--- src/rtl/avalon_lsu_pkg.sv ---
// Shared encodings for the load/store-unit Avalon-MM master: access sizes, FSM states,
// read-latency bounds and the latched request record.
package avalon_lsu_pkg;
    localparam logic [1:0] SZ_BYTE = 2'b00;
    localparam logic [1:0] SZ_HALF = 2'b01;
    localparam logic [1:0] SZ_WORD = 2'b10;

    localparam int RL_MIN   = 1;
    localparam int RL_MAX   = 4;
    localparam int RL_CNT_W = $clog2(RL_MAX);

    typedef enum logic [1:0] {
        S_IDLE,
        S_CMD,
        S_RDWAIT,
        S_RESP
    } state_e;

    typedef struct packed {
        logic        we;
        logic [1:0]  size;
        logic        uns;
        logic [1:0]  off;
        logic [31:0] wdata;
    } req_t;
endpackage

--- src/rtl/avalon_lsu_align.sv ---
// Lane logic: byteenables, store-data replication, load lane extract with sign/zero
// extension, and the misaligned/illegal-size flag.
module avalon_lsu_align
    import avalon_lsu_pkg::*;
(
    input  logic [1:0]  off_i,
    input  logic [1:0]  size_i,
    input  logic        uns_i,
    input  logic [31:0] wdata_i,
    input  logic [31:0] rdata_i,
    output logic [3:0]  be_o,
    output logic [31:0] wdata_o,
    output logic [31:0] rdata_o,
    output logic        err_o
);
    // Addressed byte/half moved down to bit 0; only the low half is ever consumed.
    logic [15:0] lane;
    assign lane = 16'(rdata_i >> {off_i, 3'b000});

    always_comb begin
        be_o    = 4'b0000;
        wdata_o = wdata_i;
        rdata_o = rdata_i;
        err_o   = 1'b0;
        case (size_i)
            SZ_BYTE: begin
                be_o    = 4'b0001 << off_i;
                wdata_o = {4{wdata_i[7:0]}};
                rdata_o = {{24{lane[7] & ~uns_i}}, lane[7:0]};
            end
            SZ_HALF: begin
                be_o    = 4'b0011 << off_i;
                wdata_o = {2{wdata_i[15:0]}};
                rdata_o = {{16{lane[15] & ~uns_i}}, lane[15:0]};
                err_o   = off_i[0];
            end
            SZ_WORD: begin
                be_o  = 4'b1111;
                err_o = |off_i;
            end
            default: err_o = 1'b1;
        endcase
    end
endmodule

--- src/rtl/avalon_lsu_master.sv ---
// Avalon-MM master for the core's load/store unit: one request at a time, waitrequest
// stalls, fixed slave read latency, single-cycle response pulse.
module avalon_lsu_master
    import avalon_lsu_pkg::*;
#(
    parameter int ADDR_W       = 12,
    parameter int READ_LATENCY = 1
) (
    input  logic              clk_i,
    input  logic              reset_i,
    input  logic              req_valid_i,
    output logic              req_ready_o,
    input  logic              req_we_i,
    input  logic [ADDR_W-1:0] req_addr_i,
    input  logic [1:0]        req_size_i,
    input  logic              req_unsigned_i,
    input  logic [31:0]       req_wdata_i,
    output logic              rsp_valid_o,
    output logic [31:0]       rsp_rdata_o,
    output logic              rsp_err_o,
    output logic [ADDR_W-3:0] avm_address_o,
    output logic [3:0]        avm_byteenable_o,
    output logic              avm_chipselect_o,
    output logic              avm_read_o,
    output logic              avm_write_o,
    output logic [31:0]       avm_writedata_o,
    input  logic [31:0]       avm_readdata_i,
    input  logic              avm_waitrequest_i
);
    state_e              state_q;
    req_t                req_q, req_cur;
    logic [RL_CNT_W-1:0] cnt_q;
    logic                ready_q, rsp_valid_q, rsp_err_q;
    logic [31:0]         rsp_rdata_q, wdata_q;
    logic [ADDR_W-3:0]   addr_q;
    logic [3:0]          be_q;
    logic                cs_q, rd_q, wr_q;
    logic [3:0]          al_be;
    logic [31:0]         al_wdata, al_rdata;
    logic                al_err;

    // In IDLE the lane logic sees the incoming request; afterwards the latched one,
    // so the load extract uses the accepted offset/size.
    always_comb begin
        req_cur = req_q;
        if (state_q == S_IDLE) begin
            req_cur = '{we: req_we_i, size: req_size_i, uns: req_unsigned_i,
                        off: req_addr_i[1:0], wdata: req_wdata_i};
        end
    end

    avalon_lsu_align u_align (
        .off_i   (req_cur.off),
        .size_i  (req_cur.size),
        .uns_i   (req_cur.uns),
        .wdata_i (req_cur.wdata),
        .rdata_i (avm_readdata_i),
        .be_o    (al_be),
        .wdata_o (al_wdata),
        .rdata_o (al_rdata),
        .err_o   (al_err)
    );

    always_ff @(posedge clk_i) begin
        if (reset_i) begin
            state_q     <= S_IDLE;
            req_q       <= '0;
            cnt_q       <= '0;
            ready_q     <= 1'b1;
            rsp_valid_q <= 1'b0;
            rsp_err_q   <= 1'b0;
            rsp_rdata_q <= '0;
            addr_q      <= '0;
            be_q        <= '0;
            wdata_q     <= '0;
            cs_q        <= 1'b0;
            rd_q        <= 1'b0;
            wr_q        <= 1'b0;
        end else begin
            rsp_valid_q <= 1'b0;
            case (state_q)
                S_IDLE: begin
                    if (req_valid_i) begin
                        req_q   <= req_cur;
                        ready_q <= 1'b0;
                        if (al_err) begin
                            state_q     <= S_RESP;
                            rsp_valid_q <= 1'b1;
                            rsp_err_q   <= 1'b1;
                            rsp_rdata_q <= '0;
                        end else begin
                            state_q <= S_CMD;
                            addr_q  <= req_addr_i[ADDR_W-1:2];
                            be_q    <= al_be;
                            wdata_q <= al_wdata;
                            cs_q    <= 1'b1;
                            rd_q    <= ~req_we_i;
                            wr_q    <= req_we_i;
                        end
                    end
                end
                S_CMD: begin
                    if (!avm_waitrequest_i) begin
                        cs_q <= 1'b0;
                        rd_q <= 1'b0;
                        wr_q <= 1'b0;
                        if (req_q.we) begin
                            state_q     <= S_RESP;
                            rsp_valid_q <= 1'b1;
                            rsp_err_q   <= 1'b0;
                            rsp_rdata_q <= '0;
                        end else begin
                            state_q <= S_RDWAIT;
                            cnt_q   <= RL_CNT_W'(READ_LATENCY - 1);
                        end
                    end
                end
                S_RDWAIT: begin
                    // Counter hits zero in the cycle the slave drives its data.
                    if (cnt_q == '0) begin
                        state_q     <= S_RESP;
                        rsp_valid_q <= 1'b1;
                        rsp_err_q   <= 1'b0;
                        rsp_rdata_q <= al_rdata;
                    end else begin
                        cnt_q <= cnt_q - 1'b1;
                    end
                end
                S_RESP: begin
                    state_q <= S_IDLE;
                    ready_q <= 1'b1;
                end
                default: state_q <= S_IDLE;
            endcase
        end
    end

    assign req_ready_o      = ready_q;
    assign rsp_valid_o      = rsp_valid_q;
    assign rsp_err_o        = rsp_err_q;
    assign rsp_rdata_o      = rsp_rdata_q;
    assign avm_address_o    = addr_q;
    assign avm_byteenable_o = be_q;
    assign avm_writedata_o  = wdata_q;
    assign avm_chipselect_o = cs_q;
    assign avm_read_o       = rd_q;
    assign avm_write_o      = wr_q;
endmodule
--- config.mk ---
export PLATFORM = sky130hd
export DESIGN_NAME = avalon_lsu_master
export DESIGN_NICKNAME = d
export VERILOG_FILES = /design/src/rtl/avalon_lsu_pkg.sv /design/src/rtl/avalon_lsu_align.sv /design/src/rtl/avalon_lsu_master.sv
export SDC_FILE = /design/constraint.sdc
export NUM_CORES = 1
export LEC_CHECK = 0
export ABC_CLOCK_PERIOD_IN_PS = 4750
export BUFFER_PORTS_ARGS = -buffer_cell sky130_fd_sc_hd__buf_2
export CORE_MARGIN = 2
export CORE_UTILIZATION = 56
export CTS_CLUSTER_DIAMETER = 30
export CTS_CLUSTER_SIZE = 25
export DETAILED_ROUTE_END_ITERATION = 12
export GPL_ROUTABILITY_DRIVEN = 0
export PLACE_DENSITY = 0.85
export SYNTH_ARGS = -nofsm -noshare
export SYNTH_HDL_FRONTEND = slang
export SYNTH_SLANG_ARGS = --single-unit
--- constraint.sdc ---
create_clock -name clk_i -period 4.75 [get_ports clk_i]
set_input_delay 0.95 -clock clk_i [delete_from_list [all_inputs] [get_ports clk_i]]
set_output_delay 0.95 -clock clk_i [all_outputs]
set_load 0.01 [all_outputs]
[Yosys cells after proc, flatten, opt, wreduce, memory -nomap -nowiden]
Index checks and enable logic that the tools add are counted.
Word-level totals
  register bits after elaboration: 126
  bits of input ports: 84
  output and inout port bits: 84
  logic and storage cells: 99
Cells by class
  add/sub/neg operators: 1
  equal/unequal tests: 13
  shift operators: 3
  muxes and demuxes: 45
  bitwise operators: 5
  reductions and logical operators: 15
Operator list (count)
  $mux 32: 5
  $pmux 32 s2: 2
  $pmux 32 s3: 1
  $mux 37: 1
  $shr 32x5->16: 1
  $mux 1: 19
  $ne 2x2->1 const B: 8
  $mux 2: 7
  $pmux 4 s3: 1
  $pmux 1 s3: 3
  $pmux 1 s2: 4
  $pmux 2 s4: 1
  $reduce_and 4->1: 2
  $eq 2x2->1 const B: 3
  $logic_not 2->1: 3
  $reduce_and 3->1: 2
  $reduce_and 6->1: 1
  $reduce_bool 2->1: 3
  $eq 2x1->1 const B: 2
  $pmux 2 s2: 1
  $reduce_and 2->1: 2
  $shl 1x2->4 const A: 1
  $shl 2x2->4 const A: 1
  $not 1->1: 3
  other kinds (4): 5

[Logic depth before layout (Yosys ltp)]
Gate-level depths: netlist of the first run.
  depth in word-level cells: 7
  gate-level depth with buffers: 11
  gate-level depth less buffers: 7

[Modules after synthesis]
From an unflattened synthesis of the first run, not the netlist that was laid out.
Unflattened totals
  cell total of the unflattened synthesis: 815
  area, all modules: 6593.8 µm²
Modules (own cells, without submodules)
  avalon_lsu_master: instances 1, cells an instance 620, area an instance 5226.3 µm², seq. area each 2522.4 µm²
  avalon_lsu_align: instances 1, cells an instance 195, area an instance 1367.6 µm², seq. area each 0.0 µm²

[Least setup slack after synthesis of the first run]
OpenSTA, ideal clock, no wires.
  path kind: input to register
  start: input port req_addr_i[0]
  end: register wdata_q[13] (netlist: avm_writedata_o[13])
  library setup time: 69 ps
  arrival: 2293 ps
  required time: 4681 ps
  setup slack: 2388 ps
  stages on the path: 7
  path buffers: 2
  path through: mux2_2 > buf_6 > o21ai_4 > a22oi_4 > buf_6 > or4_1 > o21ai_1
Between the ends
  word-level cells in the longest chain between the ends: 5
RTL lines
  start: declaration: line avalon_lsu_master.sv:14  | input logic [ADDR_W-1:0] req_addr_i,
  $mux 37 *: line avalon_lsu_master.sv:46  | if (state_q == S_IDLE) begin
  $reduce_or 2->1: line avalon_lsu_align.sv:39  | err_o = |off_i;
  $pmux 1 s3 *: line avalon_lsu_align.sv:25  | case (size_i)
  $not 1->1 (no source line) *
  $reduce_and 3->1 (no source line) *
  end signal: assignment: line avalon_lsu_master.sv:95  | wdata_q <= al_wdata;
  end: declaration: line avalon_lsu_master.sv:34  | logic [31:0] rsp_rdata_q, wdata_q;
Mark *: on every way between the ends. The rest lies on a longest branch, timed or not.
A chain may end at the register's enable or synchronous reset.

[Final worst setup path of the first run]
  start: register state_q[0]
  end: register cs_q (netlist: avm_chipselect_o)
Between the ends
  word-level cells in the longest chain between the ends: 6
  elaborated cells between the ends (all ways): 14
  those cells by class: eq/ne: 6; mux: 3; reduce/logical: 5
RTL lines
  start: declaration: line avalon_lsu_master.sv:30  | state_e state_q;
  start signal: assignment: line avalon_lsu_master.sv:66  | state_q <= S_IDLE;
  start signal: assignment: line avalon_lsu_master.sv:87  | state_q <= S_RESP;
  start signal: assignment: line avalon_lsu_master.sv:92  | state_q <= S_CMD;
  $logic_not 2->1: line avalon_lsu_master.sv:46, avalon_lsu_master.sv:81
  $mux 37: line avalon_lsu_master.sv:46
  $eq 2x2->1, or another cell as far along: line avalon_lsu_align.sv:25
  $pmux 1 s3: line avalon_lsu_align.sv:25
  $ne 2x2->1 (no source line)
  $reduce_and 4->1 (no source line)
  end signal: assignment: line avalon_lsu_master.sv:76  | cs_q <= 1'b0;
  end signal: assignment: line avalon_lsu_master.sv:96  | cs_q <= 1'b1;
  end signal: assignment: line avalon_lsu_master.sv:104  | cs_q <= 1'b0;
  end: declaration: line avalon_lsu_master.sv:37  | logic cs_q, rd_q, wr_q;
Several ways; a longest one is shown, not always the timed one.

==> results by group, run 1 <==
Run status
  • Status: finished clean

Clock network
  • Clk_lat worst skew: 0.51 ns
  • Maximum clock insertion buffer count: 2
  • Htree depth: 4
  • Worst-path clk slew: 0.06 ns
  • CTS Root Cell: clkbuf_8
  • Post-CTS setup buffer count: 0
  • CTS tree: built
  • CTS buffer count: 17
  • Post-cts resize count: 0
  • Hold-fix buffers, CTS: 0
  • CTS Sinks: 116

Yosys
  • Largest family of logic cells by synthesized area: compound AO/OA/AOI/OAI gates
  • Cell Area, Synth: 5890 um2
  • Ranking of synthesized cells by area: dfxtp_1 (39%), nand2_1 (9.0%), a21oi_1 (7.0%)
  • YS warnings: 0
  • Compound-Gate Fraction of Synth Area: 26.3%
  • Xor/xnor share of the synthesized area: 0%
  • Seq/Total Area, Yosys: 39.4%
  • Post-Synth Adder-Cell Area: 1.27%
  • Post-synth EDFFs: 0
  • Synth Area in Simple Gates: 20.8%
  • Synth Instances: 746
  • Mux contribution to synthesized area: 5.99%
  • Top_reg_cell synth: dfxtp_1
  • Synth cell count leaders: nand2_1 (142), dfxtp_1 (116), a21oi_1 (83)
  • Synth Register Bits: 116
  • Async SR Flop Fraction: 0%
  • Synthesized area per cell: 7.90 um2
  • Syn Nets: 836
  • Leading area contributor after synthesis: dfxtp_1
  • Count leader, synth: nand2_1
  • Area share of the leading cell type in the synthesized netlist: 39.4%
  • Netlist cell types: 63

Floorplanning
  • Initial Util: 57.3%
  • Row cnt: 37
  • Core area: 10300 um2
  • Number of I/O pins: 168
  • Chip height: 107 um
  • Die width: 107 um
  • Die ar.: 11400 um2

Setup path
  • Arrival time worst endpoint: 3.85 ns
  • Critical path required time: 5.15 ns
  • Crit path max fanout: 41
  • Crit Path Category: reg -> reg
  • Worst setup EP type: flip-flop
  • Crit path launch type: flip-flop

Timing
  • Final setup vio count: 0
  • Slew Limit Fails: 0
  • Fmax: 0.289 GHz
  • Skew final: 0.00841 ns
  • RSZ-0062 raised after global routing: no
  • Fin Setup TNS: 0 ns
  • Transition time of the tightest slew-check pin: 0.955 ns
  • Final worst path period need: 3.46 ns
  • Final Hold Fails: 0
  • Fin crit share: 72.7%
  • Slew margin rel.: 36.2%

GRT
  • Met1 usage: 38.0%
  • Initial antenna violation count: 0
  • Pin count of the biggest net entering global routing: 94
  • Gr ovfl total: 0
  • First-pass GRT wire length: 27.3 mm
  • GR peak layer: met2
  • Vias in the first global route: 5504
  • GR Util met3: 5.47%
  • Gr usage total: 29.9%
  • Grt met2 use: 49.8%

Routing
  • Starting DRT DRC Count: 529
  • Wirelength per Cell: 16.7 um
  • Pre-Repair DR Iteration Count: 5
  • Number of vias per cell: 5.97
  • WL final: 17.1 mm
  • Antenna-violating nets left: 0
  • # DRC: 0
  • Vias: 6117

Power
  • Pwr Density: 639 nW/um2
  • Cell Int Power: 2680 uW
  • Leak Pwr: 0.00309 uW
  • Clock power frac: 26.3%
  • Psw: 1940 uW
  • Overall Power: 4620 uW
  • Comb pwr share: 45.8%
  • Switching Fraction: 42.0%
  • Worst vdd ir: 0.380 mV
  • Register share of total power: 27.9%

Final layout
  • Antenna cells: 0
  • Area grow syn2layout: 22.8%
  • Nets: 969
  • Layout cells sized above 1: 26.7%
  • Final std cells w/o fill: 1025

Placed design
  • DP HPWL: 11.5 mm
  • Placed cell count: 996
  • PortBufs: 167

Min path
  • Worst Hold Class: reg -> reg

Flow run
  • Max-cap violation count: 0
[critical path, stage by stage (launching register included)]
cell     delay (ns)
dfxtp_1        0.34
inv_1          0.13
ha_2           0.64
mux2_2         0.85
o21ai_4        0.14
a22oi_4        0.66
nor3_1         0.19
or3_1          0.38
[cell type report]
type	count	area [um2]
clock buffer	20	455
timing repair buffer	178	918
tap	136	170
fill	857	3040
clock inverter	9	106
sequential	116	2320
inverter	11	41.3
multi-input combinational	555	3220
[per-stage QoR]
stage               instance area [um2]  setup WS [ns]  hold slack [ns]  utilization [%]
finish                             7230           1.29            0.442             70.4
global route                       7230           1.05            0.468             70.4
CTS                                7230           1.32            0.446             70.4
detailed placement                 6670           1.31            0.433             64.9
global placement                   6670           1.38            0.430             64.9
floorplan                          5890           2.39            0.432                -
[per-layer routing]
layer	vias up	wire (um)
met5	-	0
met4	0	550
met3	43	1400
met2	308	8290
met1	2819	6910
li1	2947	-
[path summary, 6_finish.rpt]
| kind | from | endpoint | slack (ns) | depth (start not counted) |
|---|---|---|---|---|
| setup / recovery | state_q[0]$_SDFFE_PP0P_ | avm_chipselect_o$_SDFFE_PP0P_ | 1.29 | 7 |
| hold / removal | rsp_rdata_o[0]$_SDFFE_PP0P_ | rsp_rdata_o[0]$_SDFFE_PP0P_ | 0.44 | 2 |
| setup reg to reg | state_q[0]$_SDFFE_PP0P_ | avm_chipselect_o$_SDFFE_PP0P_ | 1.29 | 7 |
| hold reg to reg | rsp_rdata_o[0]$_SDFFE_PP0P_ | rsp_rdata_o[0]$_SDFFE_PP0P_ | 0.44 | 2 |
[sequential cells by signal, indices dropped and copies added (netlist names)]
register          count
rsp_valid_o           1
avm_chipselect_o      1
rsp_rdata_o          32
avm_read_o            1
state_q               2
avm_write_o           1
cnt_q                 2
avm_writedata_o      32
avm_byteenable_o      4
rsp_err_o             1
avm_address_o        10
req_q                28
req_ready_o           1
[power groups by stage]
stage | Sequential [uW] | Clock (uW) | Combinational [uW]
after floorplan | 1360 | 0 | 1530
after global placement | 1300 | 0 | 2030
after detailed placement | 1300 | 0 | 2060
after CTS | 1290 | 1220 | 2090
after global routing | 1310 | 1270 | 2310
final | 1290 | 1220 | 2120
[cell usage in the layout (no fill, tap or decap), types with 4 or more instances in the layout]
cell       instances
buf_2            167
nand2_1          141
dfxtp_1          116
a21oi_1           83
o21ai_0           82
nor2_1            28
nand3_1           21
nor3_1            20
a211oi_1          20
mux2i_1           19
clkbuf_16         16
nand2b_1          15
buf_4             11
inv_1              9
mux2_2             9
nor3b_1            9
o31ai_1            8
a31oi_1            8
a2111oi_0          8
o221ai_1           7
o21a_1             6
o2111ai_1          6
or4_1              6
nor2b_1            6
ha_1               5
clkbuf_8           4
[logic make-up (layout without fill, tap and decap cells)]
group	Yosys count	after routing
AOI/OAI and AO/OA	252	252
adders and majority gates	6	6
buffers and inverters	75	218
DFF	116	116
muxes	32	32
and+or+nand+nor	265	265
No activity file was read; power rests on OpenSTA's default activity.
==> run 2, diff against run 1 <==
--- a/config.mk
+++ b/config.mk
@@ -5,15 +5,15 @@
 export SDC_FILE = /design/constraint.sdc
 export NUM_CORES = 1
 export LEC_CHECK = 0
-export ABC_CLOCK_PERIOD_IN_PS = 4750
+export ABC_CLOCK_PERIOD_IN_PS = 3200
 export BUFFER_PORTS_ARGS = -buffer_cell sky130_fd_sc_hd__buf_2
 export CORE_MARGIN = 2
-export CORE_UTILIZATION = 56
+export CORE_UTILIZATION = 52
 export CTS_CLUSTER_DIAMETER = 30
 export CTS_CLUSTER_SIZE = 25
 export DETAILED_ROUTE_END_ITERATION = 12
 export GPL_ROUTABILITY_DRIVEN = 0
-export PLACE_DENSITY = 0.85
+export PLACE_DENSITY = 0.8
 export SYNTH_ARGS = -nofsm -noshare
 export SYNTH_HDL_FRONTEND = slang
 export SYNTH_SLANG_ARGS = --single-unit
==> constraint.sdc (replaced) <==
create_clock -name clk_i -period 3.2 [get_ports clk_i]
set_input_delay 0.64 -clock clk_i [delete_from_list [all_inputs] [get_ports clk_i]]
set_output_delay 0.64 -clock clk_i [all_outputs]
set_load 0.01 [all_outputs]
==> run 2 against run 1 <==
Flip-flop and latch count unchanged. Die area rose by 7.4%. Global-route usage down 2.6 points. Via count up 0.75%. Worst setup slack got worse by 1.1 ns. Clock power is 49% higher. Cell count grew 1.1%. Clock skew is 0.00092 ns higher.
==> results by group, run 2 (synthesis gave the netlist of run 1 again) <==
GRT
  • Gr ovfl total: 0 (unchanged)
  • Pin count of the biggest net entering global routing: 94 (unchanged)
  • First-pass GRT wire length: 27.4 mm (+0.20%)
  • Gr usage total: 27.3% (-2.6 points)
  • Initial antenna violation count: 1 (+1)
  • Vias in the first global route: 5538 (+0.62%)

Timing
  • Fin Setup TNS: 0 ns (unchanged)
  • RSZ-0062 raised after global routing: no
  • Slew Limit Fails: 0 (unchanged)
  • Slew margin rel.: 31.3% (-4.9 points)
  • Final worst path period need: 2.96 ns (-0.496 ns)
  • Skew final: 0.00932 ns (+0.000916 ns)
  • Fin crit share: 92.5% (+20 points)
  • Final Hold Fails: 0 (unchanged)
  • Final setup vio count: 0 (unchanged)
  • Fmax: 0.338 GHz (+17%)
  • Transition time of the tightest slew-check pin: 1.03 ns (+0.0751 ns)

Setup path
  • Crit path max fanout: 43 (+4.9%)
  • Buffers and inverters on the worst path: 1 (unchanged)
  • Worst setup EP type: flip-flop
  • Crit Path Category: reg -> reg
  • Arrival time worst endpoint: 3.25 ns (-0.60 ns)
  • Slowest Stage Delay on Critical Path: 0.80 ns (-0.05 ns)
  • Crit path launch type: flip-flop
  • Worst path cell trace: inv_1, ha_2, mux2_2, o21ai_4, a22oi_4, nor3_1, or3_1
  • Slowest cell on crit path: a22oi_4
  • Critical path required time: 3.49 ns (-1.66 ns)
  • R2r setup slk: 0.24 ns (-1.05 ns)
  • Crit-path leading delay family: compound AO/OA/AOI/OAI gates

Power
  • Overall Power: 6920 uW (+50%)
  • Pwr Density: 949 nW/um2 (+49%)
  • Worst vdd ir: 0.595 mV (+57%)
  • Leak Pwr: 0.00312 uW (+1.0%)

Final layout
  • Area grow syn2layout: 23.7%
  • Most frequent cells in the layout: buf_2 (167), nand2_1 (141), dfxtp_1 (116)
  • Layout cells sized above 1: 27.0% (+0.38 points)
  • Nets: 974 (+0.52%)
  • Commonest non-fill, non-tap cell in the layout: buf_2

Clock network
  • CTS tree: built
  • CTS buffer count: 17 (unchanged)
  • CTS Root Cell: clkbuf_16
  • Post-CTS setup buffer count: 0 (unchanged)
  • CTS Sinks: 116 (unchanged)
  • Post-cts resize count: 0 (unchanged)
  • Htree depth: 4 (unchanged)
  • Clk_lat worst skew: 0.41 ns (-0.10 ns)
  • Worst-path clk slew: 0.05 ns (about the same)
  • Hold-fix buffers, CTS: 0 (unchanged)
  • Maximum clock insertion buffer count: 2 (unchanged)

Floorplanning
  • Number of I/O pins: 168 (unchanged)
  • Die width: 110 um (+3.6%)
  • Core area: 10900 um2 (+6.4%)
  • Row cnt: 38 (+2.7%)
  • Initial Util: 53.9% (-3.5 points)
  • Die ar.: 12200 um2 (+7.4%)
  • Chip height: 110 um (+3.6%)

Routing
  • Number of vias per cell: 5.95 (-0.32%)
  • # DRC: 0 (unchanged)
  • WL final: 17.2 mm (+0.25%)
  • Antenna-violating nets left: 0 (unchanged)
  • Vias: 6163 (+0.75%)
  • Wirelength per Cell: 16.6 um (-0.81%)
  • Starting DRT DRC Count: 555 (+4.9%)
  • Pre-Repair DR Iteration Count: 8 (+3)

Placed design
  • DP HPWL: 11.5 mm (-0.29%)
  • PortBufs: 167 (unchanged)

Min path
  • Worst Hold Class: reg -> reg

Run status
  • Status: finished clean

Flow run
  • Max-cap violation count: 0 (unchanged)
-- run 2: routing by layer --
metal	vias up	track usage, %	wire length [um]
li1	2959	-	-
met1	2853	34.4	7160
met2	302	44.3	8150
met3	49	6.75	1380
met4	0	12.0	493
met5	-	0	0
-- run 2: where the power goes --
group | switching (uW) | internal (uW) | leakage (uW)
clock network | 650 | 1170 | 0.000277
logic | 2060 | 1130 | 0.00190
registers | 168 | 1750 | 0.000946
total | 2880 | 4040 | 0.00312
-- run 2: worst register-to-register path, delay by kind of cell (launching register included) --
kind	cells	cell delay, ns
buffers and inverters	1	0.13
AO/OA/AOI/OAI	2	0.92
flip-flops	1	0.34
multiplexers	1	0.42
AND/OR/NAND/NOR	2	0.61
adder cells (fa/ha/maj)	1	0.43
-- run 2: final cells by class --
| class | count | area, um2 |
|---|---|---|
| fillers | 953 | 3640 |
| multi-input cells | 555 | 3230 |
| flip-flops and latches | 116 | 2320 |
| repair buffers | 183 | 956 |
| clock buffers | 20 | 457 |
| well taps | 140 | 175 |
| clock inverters | 10 | 109 |
| inverters | 11 | 41.3 |
| diodes | 1 | 2.50 |
-- run 2: worst paths after layout --
kind                                from                            end  depth (start not counted)
max reg2reg      state_q[0]$_SDFFE_PP0P_  avm_chipselect_o$_SDFFE_PP0P_                          7
min reg2reg  rsp_rdata_o[6]$_SDFFE_PP0P_    rsp_rdata_o[6]$_SDFFE_PP0P_                          2
max              state_q[0]$_SDFFE_PP0P_  avm_chipselect_o$_SDFFE_PP0P_                          7
min          rsp_rdata_o[6]$_SDFFE_PP0P_    rsp_rdata_o[6]$_SDFFE_PP0P_                          2
-- run 2: through the flow --
stage / util [%] / std cells / hold WS [ns] / instance area, um2 / worst slack [ns]
2_1_floorplan: - / 746 / 0.432 / 5890 / 1.01
3_3_place_gp: 61.4 / 1005 / 0.430 / 6720 / 0.394
3_5_place_dp: 61.4 / 1005 / 0.432 / 6720 / 0.310
4_1_cts: 66.6 / 1035 / 0.441 / 7280 / 0.175
5_1_grt: 66.7 / 1036 / 0.461 / 7290 / 0.0438
6_report: 66.7 / 1036 / 0.440 / 7290 / 0.241
==> run 3, diff against run 2 <==
--- a/config.mk
+++ b/config.mk
@@ -13,6 +13,7 @@
 export CTS_CLUSTER_SIZE = 25
 export DETAILED_ROUTE_END_ITERATION = 12
 export GPL_ROUTABILITY_DRIVEN = 0
+export MAX_ROUTING_LAYER = met4
 export PLACE_DENSITY = 0.8
 export SYNTH_ARGS = -nofsm -noshare
 export SYNTH_HDL_FRONTEND = slang
==> run 3 against run 2 <==
Fmax is 0.38% higher. Clock skew down 0.0019 ns. Non-clock buffer count unchanged. Worst setup slack better by 0.011 ns. Cell count unchanged. First-iteration DRC count grew 4.3%. Critical path type unchanged. Die area did not move. Register-to-register slack about the same. Sequential power is essentially flat.
==> results by group, run 3 (synthesis gave the netlist of run 1 again) <==
Final layout
  • Final instance area: 7290 um2 (unchanged)
  • Nets: 974 (unchanged)
  • Commonest non-fill, non-tap cell in the layout: buf_2
  • Fin util: 66.7% (unchanged)
  • Layout cells sized above 1: 27.0% (unchanged)
  • Area grow syn2layout: 23.7% (unchanged)
  • Most frequent cells in the layout: buf_2 (167), nand2_1 (141), dfxtp_1 (116)

Timing
  • Fmax: 0.339 GHz (+0.38%)
  • Final setup vio count: 0 (unchanged)
  • Skew final: 0.00745 ns (-0.00188 ns)
  • Final Hold Fails: 0 (unchanged)
  • Final WS setup: 0.252 ns (+0.0113 ns)
  • Slew margin rel.: 31.9% (+0.58 points)
  • Transition time of the tightest slew-check pin: 1.02 ns (-0.00870 ns)
  • Slew Limit Fails: 0 (unchanged)
  • Final worst path period need: 2.95 ns (-0.0113 ns)
  • Fin crit share: 92.1% (-0.35 points)
  • Fin Setup TNS: 0 ns (unchanged)
  • RSZ-0062 raised after global routing: no
  • Fin Hold WS: 0.440 ns (-0.0000790 ns)

Clock network
  • CTS buffer count: 17 (unchanged)
  • Worst-path clk slew: 0.05 ns (about the same)
  • CTS tree: built
  • Hold-fix buffers, CTS: 0 (unchanged)
  • CTS Sinks: 116 (unchanged)
  • CTS Root Cell: clkbuf_16
  • Maximum clock insertion buffer count: 2 (unchanged)
  • Clk_lat worst skew: 0.41 ns (about the same)
  • Htree depth: 4 (unchanged)

Power
  • Worst vdd ir: 0.597 mV (+0.25%)
  • Leak Pwr: 0.00312 uW (unchanged)
  • Pwr Density: 949 nW/um2 (about the same)
  • Switching Fraction: 41.6% (about the same)
  • Psw: 2880 uW (-0.17%)
  • Comb pwr share: 46.1% (about the same)
  • Register share of total power: 27.7% (about the same)
  • Cell Int Power: 4040 uW (about the same)
  • Clock power frac: 26.3% (about the same)

Placed design
  • DP HPWL: 11.5 mm (unchanged)
  • Post-DP Area: 6720 um2 (unchanged)
  • PortBufs: 167 (unchanged)
  • Placement Setup Slack: 0.310 ns (unchanged)

Setup path
  • Critical path required time: 3.49 ns (about the same)
  • Crit Path Category: reg -> reg
  • Register-to-Register Path Depth: 7 (unchanged)
  • Crit path max fanout: 43 (unchanged)
  • Worst setup EP type: flip-flop
  • Arrival time worst endpoint: 3.24 ns (about the same)
  • Crit path launch type: flip-flop

Run status
  • Status: finished clean

Floorplanning
  • Number of I/O pins: 168 (unchanged)
  • Die ar.: 12200 um2 (unchanged)
  • Chip height: 110 um (unchanged)
  • Core area: 10900 um2 (unchanged)
  • Initial Util: 53.9% (unchanged)
  • Die width: 110 um (unchanged)
  • Row cnt: 38 (unchanged)

Routing
  • Wirelength per Cell: 16.6 um (about the same)
  • WL final: 17.2 mm (about the same)
  • Vias: 6145 (-0.29%)
  • Number of vias per cell: 5.93 (-0.29%)
  • # DRC: 0 (unchanged)
  • Starting DRT DRC Count: 579 (+4.3%)
  • Antenna-violating nets left: 0 (unchanged)
  • Pre-Repair DR Iteration Count: 5 (-3)

GRT
  • Pin count of the biggest net entering global routing: 94 (unchanged)
  • Gr usage total: 28.1% (+0.81 points)
  • Initial antenna violation count: 1 (unchanged)
  • Vias in the first global route: 5549 (+0.20%)
  • First-pass GRT wire length: 27.4 mm (about the same)
  • Gr ovfl total: 0 (unchanged)

Min path
  • Worst Hold Class: reg -> reg
  • Worst Hold Depth: 2 (unchanged)

Flow run
  • Max-cap violation count: 0 (unchanged)
==> run 3: what timing repair did <==
item | CTS | global route
resized for setup | 0 | 1
buffers inserted | 0 | 0
endpoints found under the setup margin | 0 | 1
==> run 3: final timing paths <==
kind / end / startpoint / slack, ns
worst max-delay path: avm_chipselect_o$_SDFFE_PP0P_ / state_q[0]$_SDFFE_PP0P_ / 0.25
worst min-delay path: rsp_rdata_o[6]$_SDFFE_PP0P_ / rsp_rdata_o[6]$_SDFFE_PP0P_ / 0.44
worst max register to register: avm_chipselect_o$_SDFFE_PP0P_ / state_q[0]$_SDFFE_PP0P_ / 0.25
worst min register to register: rsp_rdata_o[6]$_SDFFE_PP0P_ / rsp_rdata_o[6]$_SDFFE_PP0P_ / 0.44
==> run 3: per-stage QoR <==
stage / std cells / power, uW
global route: 1036 / 7330
detailed placement: 1005 / 5050
floorplan: 746 / 4290
finish: 1036 / 6920
global placement: 1005 / 5010
CTS: 1035 / 6890
==> run 3: routing by layer <==
metal  GRT usage, %  vias to the layer above  part of all wire, %  wire length [um]
met3           6.59                       54                  7.8              1340
li1               -                     2959                    -                 -
met5              -                        -                    0                 0
met2           44.5                      315                   47              8040
met1           34.6                     2817                   42              7240
met4           11.5                        0                  3.3               566
==> run 3: cell type report <==
class                           count  area, um2
Fill cell                         953       3640
Inverter                           11       41.3
Clock inverter                     10        109
Tap cell                          140        175
Timing Repair Buffer              183        956
Multi-Input combinational cell    555       3230
Clock buffer                       20        457
Sequential cell                   116       2320
Antenna cell                        1       2.50
==> run 3: power by group through the flow <==
stage / clock [uW] / sequential [uW] / combinational [uW]
floorplan: 0 / 2020 / 2270
global placement: 0 / 1930 / 3070
detailed placement: 0 / 1940 / 3110
CTS: 1830 / 1910 / 3150
global route: 1900 / 1950 / 3480
finish: 1820 / 1910 / 3190
==> run 3: worst max-delay path: stages (launching register included) <==
cell and delay [ns]:
dfxtp_1 0.34, inv_1 0.13, ha_2 0.43, mux2_2 0.42, o21ai_4 0.11, a22oi_4 0.79
nor3_1 0.20, or3_1 0.40
